`config.mk`:
```
export PLATFORM = sky130hd
export DESIGN_NAME = pc_sequencer
export DESIGN_NICKNAME = d
export VERILOG_FILES = /design/src/rtl/pc_pkg.sv /design/src/rtl/pc_ras.sv /design/src/rtl/pc_sequencer.sv
export SDC_FILE = /design/constraint.sdc
export NUM_CORES = 1
export LEC_CHECK = 0
export ABC_AREA = 1
export CAP_MARGIN = 20
export CORE_ASPECT_RATIO = 1.2
export CORE_MARGIN = 1.5
export CORE_UTILIZATION = 49
export CTS_CLUSTER_SIZE = 40
export DETAILED_ROUTE_END_ITERATION = 16
export GPL_TIMING_DRIVEN = 0
export PLACE_DENSITY = 0.92
export SKIP_CTS_REPAIR_TIMING = 1
export SLEW_MARGIN = 20
export SYNTH_ARGS = -nofsm -noshare
export SYNTH_HDL_FRONTEND = slang
export SYNTH_SLANG_ARGS = --single-unit
```
`constraint.sdc`:
```
create_clock -name clk -period 4.65 [get_ports clk]
set_clock_uncertainty 0.05 [all_clocks]
set_input_delay 0.93 -clock clk [delete_from_list [all_inputs] [get_ports clk]]
set_output_delay 0.93 -clock clk [all_outputs]
set_load 0.01 [all_outputs]
```
`src/rtl/pc_pkg.sv`:
```
// Shared op encodings for the program-counter sequencer.
package pc_pkg;

  typedef enum logic [2:0] {
    OP_NOP  = 3'd0,
    OP_INC  = 3'd1,
    OP_JMP  = 3'd2,
    OP_BR   = 3'd3,
    OP_CALL = 3'd4,
    OP_RET  = 3'd5
  } op_e;

endpackage

```
`src/rtl/pc_ras.sv`:
```
// Return-address LIFO: pointer-based storage with combinational full/empty flags.
module pc_ras #(
  parameter int ADDR_W    = 8,
  parameter int RAS_DEPTH = 4
) (
  input  logic              clk,
  input  logic              rst,
  input  logic              push,
  input  logic              pop,
  input  logic [ADDR_W-1:0] push_data,
  output logic [ADDR_W-1:0] top_data,
  output logic              full,
  output logic              empty
);

  localparam int PW = $clog2(RAS_DEPTH + 1);
  localparam int IW = (RAS_DEPTH > 1) ? $clog2(RAS_DEPTH) : 1;

  logic [ADDR_W-1:0] mem [RAS_DEPTH];
  logic [PW-1:0]     ptr;
  logic [PW-1:0]     ptr_m1;

  assign ptr_m1   = ptr - PW'(1);
  assign top_data = mem[ptr_m1[IW-1:0]];
  assign full     = (ptr == PW'(RAS_DEPTH));
  assign empty    = (ptr == '0);

  always_ff @(posedge clk or posedge rst) begin
    if (rst) begin
      ptr <= '0;
    end else if (push && !full) begin
      ptr <= ptr + PW'(1);
    end else if (pop && !empty) begin
      ptr <= ptr_m1;
    end
  end

  // Storage holds data only, so it is left out of reset; the pointer alone defines validity.
  always_ff @(posedge clk) begin
    if (push && !full) begin
      mem[ptr[IW-1:0]] <= push_data;
    end
  end

endmodule

```
`src/rtl/pc_sequencer.sv`:
```
// Program-counter sequencer; return-address stack present only with PC_SEQUENCER_RAS_EN.
module pc_sequencer
  import pc_pkg::*;
#(
  parameter int ADDR_W     = 8,
  parameter int STEP       = 2,
  parameter int RAS_DEPTH  = 4,
  parameter int RESET_ADDR = 0
) (
  input  logic              clk,
  input  logic              rst,
  input  logic              pc_en,
  input  logic [2:0]        op,
  input  logic [ADDR_W-1:0] target,
  input  logic [ADDR_W-1:0] offset,
  output logic [ADDR_W-1:0] pc,
  output logic              ras_full,
  output logic              ras_empty,
  output logic              err
);

  if (RAS_DEPTH < 1) begin : g_bad_depth
    $error("RAS_DEPTH must be at least 1");
  end

  logic signed [ADDR_W-1:0] offset_s;
  logic        [ADDR_W-1:0] pc_inc;
  logic        [ADDR_W-1:0] pc_br;

  // Two's-complement add is bit-identical to unsigned add modulo 2^ADDR_W.
  assign offset_s = signed'(offset);
  assign pc_inc   = pc + ADDR_W'(STEP);
  assign pc_br    = pc + $unsigned(offset_s);

`ifdef PC_SEQUENCER_RAS_EN
  logic              push;
  logic              pop;
  logic [ADDR_W-1:0] ras_top;

  assign push = pc_en && (op == OP_CALL) && !ras_full;
  assign pop  = pc_en && (op == OP_RET) && !ras_empty;

  pc_ras #(
    .ADDR_W   (ADDR_W),
    .RAS_DEPTH(RAS_DEPTH)
  ) u_ras (
    .clk      (clk),
    .rst      (rst),
    .push     (push),
    .pop      (pop),
    .push_data(pc_inc),
    .top_data (ras_top),
    .full     (ras_full),
    .empty    (ras_empty)
  );
`else
  assign ras_full  = 1'b0;
  assign ras_empty = 1'b1;
`endif

  always_ff @(posedge clk or posedge rst) begin
    if (rst) begin
      pc  <= ADDR_W'(RESET_ADDR);
      err <= 1'b0;
    end else if (!pc_en) begin
      err <= 1'b0;
    end else begin
      err <= 1'b0;
      case (op)
        OP_NOP: ;
        OP_INC: pc <= pc_inc;
        OP_JMP: pc <= target;
        OP_BR:  pc <= pc_br;
`ifdef PC_SEQUENCER_RAS_EN
        OP_CALL: begin
          if (ras_full) err <= 1'b1;
          else          pc  <= target;
        end
        OP_RET: begin
          if (ras_empty) err <= 1'b1;
          else           pc  <= ras_top;
        end
`else
        OP_CALL: pc  <= target;
        OP_RET:  err <= 1'b1;
`endif
        default: err <= 1'b1;
      endcase
    end
  end

endmodule
```
; After elaboration in Yosys (flattened, before gate mapping)
; Index checks and enable logic that the tools add are counted.
[totals]
regBits = 9
latchBits = 0
ram_bits = 0
rom_bits = 0
in_bits = 22
elab_cells = 16
mem_count = 0
[op_classes]
n_addsub = 2
multipliers = 0
div = 0
magnitude_cmp = 0
n_eq_ne = 4
n_shift = 0
mux = 3
n_bitwise = 0
n_reduce_logical = 5
[op_table]
columns = operator, n
row1 = $pmux W8 S3, 1
row2 = $add A8 B2 Y8 const B, 1
row3 = $add A8 B8 Y8, 1
row4 = $eq A3 B2 Y1 const B, 2
row5 = $reduce_or A5 Y1, 1
row6 = $eq A3 B1 Y1 const B, 1
row7 = $eq A3 B3 Y1 const B, 1
row8 = $logic_not A3 Y1, 1
row9 = $reduce_bool A3 Y1, 1
row10 = $mux W1, 2
row11 = $reduce_and A2 Y1, 1
row12 = $reduce_or A2 Y1, 1

; Longest topological paths before layout
[depth]
ltp_word = 4
depth_mapped = 10

; Worst setup path after synthesis
; Ideal clock, no wire load.
[synth_path]
path_type = input to register
from = input port offset[0]
to = register pc[6]
setup_ns = 0.073
arrival_ns = 2.044
required_ns = 4.527
path_slack_ns = 2.483
stages = 9
n_path_buf = 0
cell_sequence = ha_1 > fa_1 > nand2_1 > nand2_1 > nand3b_1 > nand2_1 > nand2_1 > nand3_1 > a21oi_2
[synth_between]
elab_chain_cells = 2
[synth_rtl]
columns = element, line_no
row1 = "start, declared", pc_sequencer.sv:15  ; input logic [ADDR_W-1:0] offset,
row2 = $add A8 B8 Y8, pc_sequencer.sv:33  ; assign pc_br = pc + $unsigned(offset_s);
row3 = $pmux W8 S3, pc_sequencer.sv:69  ; case (op)
row4 = "end signal, assigned", pc_sequencer.sv:71  ; OP_INC: pc <= pc_inc;
row5 = "end signal, assigned", pc_sequencer.sv:72  ; OP_JMP: pc <= target;
row6 = "end signal, assigned", pc_sequencer.sv:73  ; OP_BR: pc <= pc_br;
row7 = "end, declared", pc_sequencer.sv:16  ; output logic [ADDR_W-1:0] pc,
; Every way passes these cells.
; A chain may end at the register's enable or synchronous reset.

; Final worst setup path
; Same ends and word-level chain as after synthesis.

==> run_results.csv <==
group,metric,value,unit
outcome,status,"finished clean",
floorplan,start_util,0.536,
timing,tns,0,ns
synthesis,ys.flop_type,"dfrtp_1",
setup_path,start_kind,"input port",
synthesis,postSynthAreaPerCell,6.49,um^2
pwr,p_per_area,334,nW/um^2
timing,final_hold_viol_count,0,
routing,via_count,1123,
synthesis,yosysSeqAreaShare,0.220,
placement,gp_congestion,0.818,
setup_path,crit_chain,"clkdlybuf4s50_1, ha_1, fa_1, nand2_1, nand2_1, nand3b_1, nand2_1, nand2_1, nand3_1, a21oi_2",
placement,numPortBuffers,30,
clock_network,insertion_delay,0.27,ns
synthesis,synth_edf_count,0,
pwr,ir_drop,0.255,mV
clock_network,cts.clk_slew.worst_paths,0.07,ns
timing,fin_crit_sh,0.539,
placement,dpl_worst_slack,1.90,ns
setup_path,max_stage_delay,0.42,ns
routing,wirelength,2.57,mm
setup_path,crit_path_frequent_cell,"nand2_1",
routing,wl_per_cell,12.2,um
timing,rsz0062_at_grt,"no",
synthesis,syn_inst,158,
setup_path,worstSetupPathType,"in -> reg",
setup_path,cp.arrival,2.66,ns
synthesis,synth-seq-cells,9,
global_routing,antenna_found_initial,0,
cells_and_area,final_common_cell,"nand2_1",
setup_path,cpMaxStageDelayCell,"clkdlybuf4s50_1",
timing,final-max-slew-violation-count,0,
synthesis,synth.distinct_cells,24,
clock_network,cts_tree,"yes",
job,maxCapViolCount,0,
setup_path,cp_data_required_time,4.80,ns
floorplan,core_area,1910,um^2
timing,hold-worst-slack,0.481,ns
timing,fin_crit,2.51,ns
clock_network,cts.sink_count,9,
cells_and_area,diodes,0,
global_routing,grt_pass1_wl,4.37,mm
global_routing,grt_max_degree,11,
synthesis,async_flop_share,1.00,
clock_network,cts_buffers,3,
clock_network,clock-root-buffer,"clkbuf_4",
timing,finalSetupViolCount,0,
floorplan,dieHeight,53.1,um
placement,post-dp-hpwl,2.12,mm
synthesis,yosys_warnings,0,
timing,fin_ws,2.14,ns
routing,via_per_inst,5.32,
routing,drc_errors,0,
global_routing,grt_use_total,0.250,
setup_path,cp-end-kind,"flip-flop",
synthesis,synth_area,1030,um^2
cells_and_area,fin_nets,224,
pwr,power.leakage,0.703,nW
setup_path,worst-path-max-fanout,3,
timing,timing.fmax,399,MHz
clock_network,htreeDepth,1,
cells_and_area,areaGrowthSynthToFinish,34.1,%
global_routing,grt_overflow,0,
routing,ant_nets,0,
floorplan,pin_count,33,
global_routing,first_global_vias,1086,
routing,first_iter_violations,21,
floorplan,rows,17,
cells_and_area,final_cell_mix,"nand2_1, clkdlybuf4s50_1, nand3_1",
synthesis,syn_nets,189,
placement,place_inst,207,
hold_path,min_path_type,"reg -> reg",
cells_and_area,drive_above_1_share,0.125,
floorplan,die_w,44.8,um
clock_network,clock_path_buffers,2,
routing,drtPass1Iterations,5,
cells_and_area,fin_cells,211,
floorplan,die_area,2380,um^2
[metal layers]
metal	wire, um	vias to the layer above	track usage	part of all wire
li1	-	567	-	-
met1	993	512	0.252	0.39
met2	1430	35	0.498	0.56
met3	94	9	0.0307	0.037
met4	54	0	0.103	0.021
met5	0	-	0	0
[cell type report]
class / count / area (um^2)
multi-input combinational: 127 / 706
fill: 163 / 538
timing repair buffer: 30 / 300
sequential: 9 / 225
inverter: 20 / 80.1
clock buffer: 4 / 26.3
tap: 19 / 23.8
buffer: 2 / 15.0
[cell families (layout without fill, tap and decap cells)]
family / count (synthesis) / count (layout) / synth area share
simple gates: 102 / 102 / 0.461
fa+ha+maj: 9 / 9 / 0.117
xor+xnor: 3 / 3 / 0.0256
other cells: 2 / 2 / 0.00732
buf+inv: 22 / 56 / 0.0927
compound gates: 11 / 11 / 0.0768
flops: 9 / 9 / 0.220
[critical path: cells and delay by family]
family / cells / cell delay, ns
fa+ha+maj: 2 / 0.63
compound gates: 1 / 0.14
buf+inv: 1 / 0.42
simple gates: 6 / 0.55
[cells in the mapped netlist (2+ instances only)]
library cell | instances | area, um^2
nand2_1 | 50 | 188
inv_1 | 16 | 60.1
nand3_1 | 23 | 115
xor2_1 | 3 | 26.3
dfrtp_1 | 9 | 225
nand2_4 | 3 | 33.8
nor2_1 | 17 | 63.8
a21oi_2 | 4 | 35.0
a21oi_1 | 4 | 20.0
inv_2 | 3 | 11.3
buf_4 | 2 | 15.0
or2_2 | 2 | 12.5
nor2_4 | 3 | 33.8
conb_1 | 2 | 7.51
ha_1 | 8 | 100
[per-stage QoR]
step / utilization / power [W] / instance area (um^2)
2_1_floorplan: - / 0.000297 / 1030
5_1_grt: 0.719 / 0.000504 / 1380
3_3_place_gp: 0.705 / 0.000379 / 1350
6_report: 0.719 / 0.000460 / 1380
3_5_place_dp: 0.705 / 0.000395 / 1350
4_1_cts: 0.719 / 0.000459 / 1380
[worst paths after layout]
path	depth (start not counted)	startpoint	slack [ns]	to
max	10	offset[0]	2.14	pc[6]$_DFFE_PP0P_
min	1	pc[0]$_DFFE_PP0P_	0.48	pc[0]$_DFFE_PP0P_
max reg2reg	9	pc[0]$_DFFE_PP0P_	2.84	pc[6]$_DFFE_PP0P_
min reg2reg	1	pc[0]$_DFFE_PP0P_	0.48	pc[0]$_DFFE_PP0P_
max in group asynchronous	2	rst	3.42	pc[4]$_DFFE_PP0P_
min in group asynchronous	2	rst	0.87	pc[1]$_DFFE_PP0P_
[report_power, final]
| group | internal, W | total [W] | switching, W |
|---|---|---|---|
| registers | 0.0000965 | 0.000130 | 0.0000336 |
| logic | 0.000126 | 0.000266 | 0.000139 |
| clock network | 0.0000332 | 0.0000642 | 0.0000309 |
[registers in the layout, indices dropped and copies added, names as in the netlist]
| register | flops |
|---|---|
| err | 1 |
| pc | 8 |
(Power assumes the default switching activity.)
==> RTL change 1, RTL diff (same settings) <==
Make the reset (`rst`) synchronous in one clocked block.
--- a/src/rtl/pc_sequencer.sv
+++ b/src/rtl/pc_sequencer.sv
@@ -60,3 +60,3 @@
 
-  always_ff @(posedge clk or posedge rst) begin
+  always_ff @(posedge clk) begin
     if (rst) begin
Behaviour: differs if rst is asserted again (counterexample within 4 cycles, from zero or initial values and one cycle with rst high); with rst held inactive, the same outputs for 10 cycles.
==> RTL change 1 against the original RTL <==
Critical path depth up 1. Global-route usage shrank 0.30 points. Critical path type unchanged. Sequential cell count unchanged. Worst hold slack better by 0.030 ns. Highest routed layer unchanged. Fmax rose by 1.4%. Setup slack improved by 0.035 ns. Wire length shrank 3.2%. Final area is 3.5% lower. Synthesized area fell by 4.8%. Largest cell class unchanged.
Power is not compared: it rests on default switching activity, and its combinational part moved more than twofold at a synthesized area within 25%.
==> RTL change 1: results (changes against the original RTL) <==
route:
  drt-wirelength-per-cell_um: 12.1  # was 12.2 µm
  dr.pass1.iters: 4  # was 5
  dr.first_iter.drc_count: 13  # was 21
  drt-vias-per-instance: 5.33  # was 5.32
min_path:
  hold_path_class: "reg -> reg"  # unchanged
  whs_path_depth: 2  # was 1
  hp-start: "pc[0]"  # unchanged
logic_synthesis:
  async_flop_share: 0  # was 1.00
  yosys.cell_types.count: 30  # was 24
  yosysSeqAreaShare: 0.184  # was 0.220
  synth_edf_count: 0  # unchanged
  avgSynthCellArea_um2: 6.43  # was 6.49 µm²
  yosys-top-cells-count: "42 x nand2_1, 17 x inv_1, 14 x nand3_1"  # was 50 x nand2_1, 23 x nand3_1, 17 x nor2_1
  syn-num-nets: 183  # was 189
  ys.flop_type: "dfxtp_1"  # was dfrtp_1
  synthTopCellsByArea: "dfxtp_1 18%, nand2_1 16%, ha_1 10%"  # was dfrtp_1 22%, nand2_1 18%, nand3_1 11%
critical_path:
  regToRegSetupSlack_ns: 2.94  # was 2.84 ns
  r2r-start: "pc[3]"  # was pc[0]
  endpoint: "pc[4]"  # was pc[6]
  crit_slowest_cell: "fa_1"  # was clkdlybuf4s50_1
  r2r_cells: 8  # was 9
  r2r_end: "pc[4]"  # was pc[6]
  cp_max_fo: 3  # unchanged
  cp.arrival_ns: 2.58  # was 2.66 ns
  critPathMaxStageDelay_ns: 0.41
  critPathTopFamily: "adder cells"  # unchanged
cts:
  cts_buffers: 3  # unchanged
  clk_latency_ns: 0.26
  cts-root-buf: "clkbuf_4"  # unchanged
  path_clk_slew_ns: 0.06
  clk_path_buf_depth: 2  # unchanged
  cts_max_level: 1  # unchanged
global_route:
  grtUsageTotal: 0.247  # was 0.250
  antenna_found_initial: 0  # unchanged
  grt_max_degree: 11  # unchanged
  grt_pass1_vias: 1067  # was 1086
  grt_pass1_wl_mm: 4.35  # was 4.37 mm
layout:
  layout.nets: 218  # was 224
  layout.cells.non_filler: 205  # was 211
  drive_gt1_frac: 0.118  # was 0.125
  nFillCells: 162  # was 163
placed_design:
  dp.cells: 201  # was 207
  io_buffers: 30  # unchanged
  gp_congestion: 0.831  # was 0.818
  hpwl_mm: 2.00  # was 2.12 mm
status:
  status: "complete, no violations"  # unchanged
sta:
  whs_ns: 0.511  # was 0.481 ns
power_and_ir_drop:
  leakage_nw: 0.632
==> RTL change 1: cell types whose count changed after synthesis, moves of 3 or more <==
| cell | delta |
|---|---|
| nor2_1 | -7 |
| nand3_1 | -9 |
| dfxtp_1 | +9 |
| dfrtp_1 | -9 |
| nor2_4 | -3 |
| a31oi_1 | +3 |
| a21oi_1 | +5 |
| o21ai_0 | +4 |
| nand2_1 | -8 |
| o21ai_1 | +4 |
==> RTL change 1: cells by family (layout without fill, tap and decap cells) <==
| family | count (synthesis) | in the layout | synth area share |
|---|---|---|---|
| other | 2 | 2 | 0.00769 |
| XOR/XNOR | 4 | 4 | 0.0359 |
| buffers and inverters | 23 | 57 | 0.106 |
| AO/OA/AOI/OAI | 25 | 25 | 0.149 |
| AND/OR/NAND/NOR | 80 | 80 | 0.394 |
| flip-flops | 9 | 9 | 0.184 |
| adder cells (fa/ha/maj) | 9 | 9 | 0.123 |
==> RTL change 1: how the worst min path moves through the flow <==
stage          endpoint
6_report          pc[0]
4_1_cts           pc[0]
2_1_floorplan     pc[0]
3_5_place_dp      pc[0]
5_1_grt           pc[0]
3_3_place_gp      pc[0]
==> RTL change 1: power groups by stage <==
stage	Clock [mW]	Combinational [mW]	Sequential, mW
2_1_floorplan	0	0.0618	0.0933
3_3_place_gp	0	0.103	0.0920
3_5_place_dp	0	0.108	0.0924
4_1_cts	0.0625	0.108	0.0907
5_1_grt	0.0679	0.122	0.0918
6_report	0.0616	0.109	0.0911
==> RTL change 1: routing by layer <==
metal / routed length, µm / share of wire / GRT usage / vias to the layer above
met5: 0 / 0 / 0 / -
met4: 13 / 0.0052 / 0.0707 / 0
met3: 127 / 0.051 / 0.0208 / 4
li1: - / - / - / 558
met2: 1390 / 0.56 / 0.485 / 40
met1: 961 / 0.39 / 0.272 / 490
==> RTL change 1: final cells by class <==
class | instances | area, µm² | share of cell area
Inverter | 21 | 88.8 | 0.0669
Tap cell | 19 | 23.8 | 0.0179
Multi-Input combinational cell | 120 | 693 | 0.522
Timing Repair Buffer | 30 | 300 | 0.226
Buffer | 2 | 15.0 | 0.0113
Sequential cell | 9 | 180 | 0.136
Clock buffer | 4 | 26.3 | 0.0198
==> RTL change 1: per-stage QoR <==
| step | cell area, µm² | setup WS [ns] | utilization | power [mW] |
|---|---|---|---|---|
| 2_1_floorplan | 977 | 2.49 | - | 0.155 |
| 3_3_place_gp | 1300 | 1.98 | 0.703 | 0.195 |
| 3_5_place_dp | 1300 | 1.93 | 0.703 | 0.200 |
| 4_1_cts | 1330 | 2.19 | 0.717 | 0.262 |
| 5_1_grt | 1330 | 2.11 | 0.717 | 0.282 |
| 6_report | 1330 | 2.18 | 0.717 | 0.261 |
==> RTL change 2, RTL diff (config.mk and constraints unchanged) <==
Made on the original files. The option `PC_SEQUENCER_RAS_EN` is turned on by a define.
--- a/src/rtl/pc_sequencer.sv
+++ b/src/rtl/pc_sequencer.sv
@@ -1,2 +1,4 @@
 // Program-counter sequencer; return-address stack present only with PC_SEQUENCER_RAS_EN.
+`define PC_SEQUENCER_RAS_EN
+
 module pc_sequencer
Check against the original RTL: not equivalent (Yosys sat finds a counterexample within 4 cycles, from zero or initial values and one cycle with rst high).
==> RTL change 2 against the original RTL <==
Synthesized area grew to 2.5 times the old value. Synthesized cell count rose by 95%. Sequential share of layout area grew 25 points. Final area rose by 120%. Setup slack got worse by 0.62 ns. Fmax down 20%. Sequential cell count is 35 higher. Power increased to 3.5 times the old value. Critical path depth down 3. Clock power grew to 3.9 times the old value. Wire length increased by 140%. Critical path type is now reg -> out. Largest cell class is now flip-flops and latches. Highest routed layer unchanged.
==> RTL change 2: results (changes against the original RTL) <==
status:
  status: "complete, no violations"  # unchanged
critical_path:
  startpoint_type: "flip-flop"  # was primary input
  critPathMaxStageDelay_ns: 0.58  # was 0.42 ns
  r2r_cells: 7  # was 9
  critPathTopFamily: "buffers and inverters"  # was adder cells
  endpoint: "ras_full"  # was pc[6]
  cp.arrival_ns: 2.15  # was 2.66 ns
  r2r-start: "u_ras.ptr[0]"  # was pc[0]
  regToRegSetupSlack_ns: 2.22  # was 2.84 ns
  cp_max_fo: 12  # was 3
  r2r_end: "u_ras.mem[3][1]"  # was pc[6]
route:
  dr.pass1.iters: 4  # was 5
  drt-wirelength-per-cell_um: 15.2  # was 12.2 µm
  dr.first_iter.drc_count: 169  # was 21
cts:
  cts_buffers: 5  # was 3
  cts-root-buf: "clkbuf_8"  # was clkbuf_4
  clk_latency_ns: 0.30  # was 0.27 ns
logic_synthesis:
  synth_compound_area_frac: 0.0570  # was 0.0768
  syn-num-nets: 345  # was 189
  synth_xor_area_frac: 0.0237  # was 0.0256
  synthTopCellsByArea: "edfxtp_1 37%, nand2_1 15%, dfrtp_1 12%"  # was dfrtp_1 22%, nand2_1 18%, nand3_1 11%
  synth_edf_count: 32  # was 0
  ys.flop_type: "edfxtp_1"  # was dfrtp_1
  yosysSeqAreaShare: 0.487  # was 0.220
  yosys.cell_types.count: 30  # was 24
  async_flop_share: 0.273  # was 1.00
  synth.area.mux_share: 0.00435  # was 0
  yosys-top-cells-count: "104 x nand2_1, 32 x edfxtp_1, 31 x nand3_1"  # was 50 x nand2_1, 23 x nand3_1, 17 x nor2_1
global_route:
  use_met2: 0.437  # was 0.498
  gr-usage-met1: 0.247  # was 0.252
  grt_pass1_vias: 2060  # was 1086
  grt_pass1_wl_mm: 9.74  # was 4.37 mm
  use_met3: 0.0303  # was 0.0307
  grt_max_degree: 14  # was 11
placed_design:
  hpwl_mm: 4.54  # was 2.12 mm
  io_buffers: 32  # was 30
  pre_cts_ws_ns: 1.55  # was 1.90 ns
  gp_congestion: 0.840  # was 0.818
power_and_ir_drop:
  max-vdd-ir-drop_mv: 0.344  # was 0.255 mV
layout:
  nFillCells: 386  # was 163
  largest_reg_flops: 32  # was 8
  drive_gt1_frac: 0.0776  # was 0.125
[RTL change 2: changes by cell type after synthesis, sizes merged, moves of 4 or more]
cell / change
inv: +14
nand4: +5
nand3: +11
ha: +6
nor2: +5
edfxtp: +32
nand2: +50
o21ai: +13
buf: +4
[RTL change 2: report_power, final]
group          switching (mW)  internal (mW)  total (mW)
logic                   0.454          0.307       0.761
registers              0.0794          0.512       0.592
clock network           0.129          0.121       0.250
total                   0.662          0.940        1.60
[RTL change 2: tightest hold or removal path, delay by kind of cell, from the launching register on]
family	cells	cell delay (ns)
simple gates	2	0.13
flops	1	0.44
[RTL change 2: area by class of cell]
class | instances | share of cell area
Buffer | 7 | 0.0162
Clock buffer | 7 | 0.0280
Clock inverter | 1 | 0.00244
Inverter | 35 | 0.0431
Multi-Input combinational cell | 222 | 0.372
Sequential cell | 44 | 0.409
Tap cell | 60 | 0.0244
Timing Repair Buffer | 32 | 0.104
[RTL change 2: how the worst min path moves through the flow]
stage / cells past startpoint / to / start
floorplan: 0 / u_ras.mem[0][0] / pc[0]
global placement: 2 / pc[7] / pc[7]
detailed placement: 2 / pc[7] / pc[7]
CTS: 2 / pc[7] / pc[7]
global route: 0 / u_ras.mem[0][0] / pc[0]
finish: 2 / pc[7] / pc[7]
[RTL change 2: layer usage]
layer  wire length, µm  share of wire  up-vias
met5                 0              0        -
li1                  -              -     1082
met3               274          0.044        9
met2              3400           0.55       80
met4               106          0.017        0
met1              2430           0.39     1029
[RTL change 2: kinds of logic after synthesis]
kind of cell | count (synthesis)
XOR/XNOR | 7
adder cells (fa/ha/maj) | 15
AND/OR/NAND/NOR | 172
multiplexers | 1
buffers and inverters | 42
flip-flops | 44
AO/OA/AOI/OAI | 27
[RTL change 2: through the flow]
step / area (µm²) / instances / utilization / hold slack (ns)
after floorplan: 2590 / 308 / - / 0.466
after CTS: 3080 / 408 / 0.615 / 0.550
after global routing: 3080 / 408 / 0.615 / 0.599
after detailed placement: 2990 / 400 / 0.596 / 0.531
final: 3080 / 408 / 0.615 / 0.546
after global placement: 2990 / 400 / 0.596 / 0.517
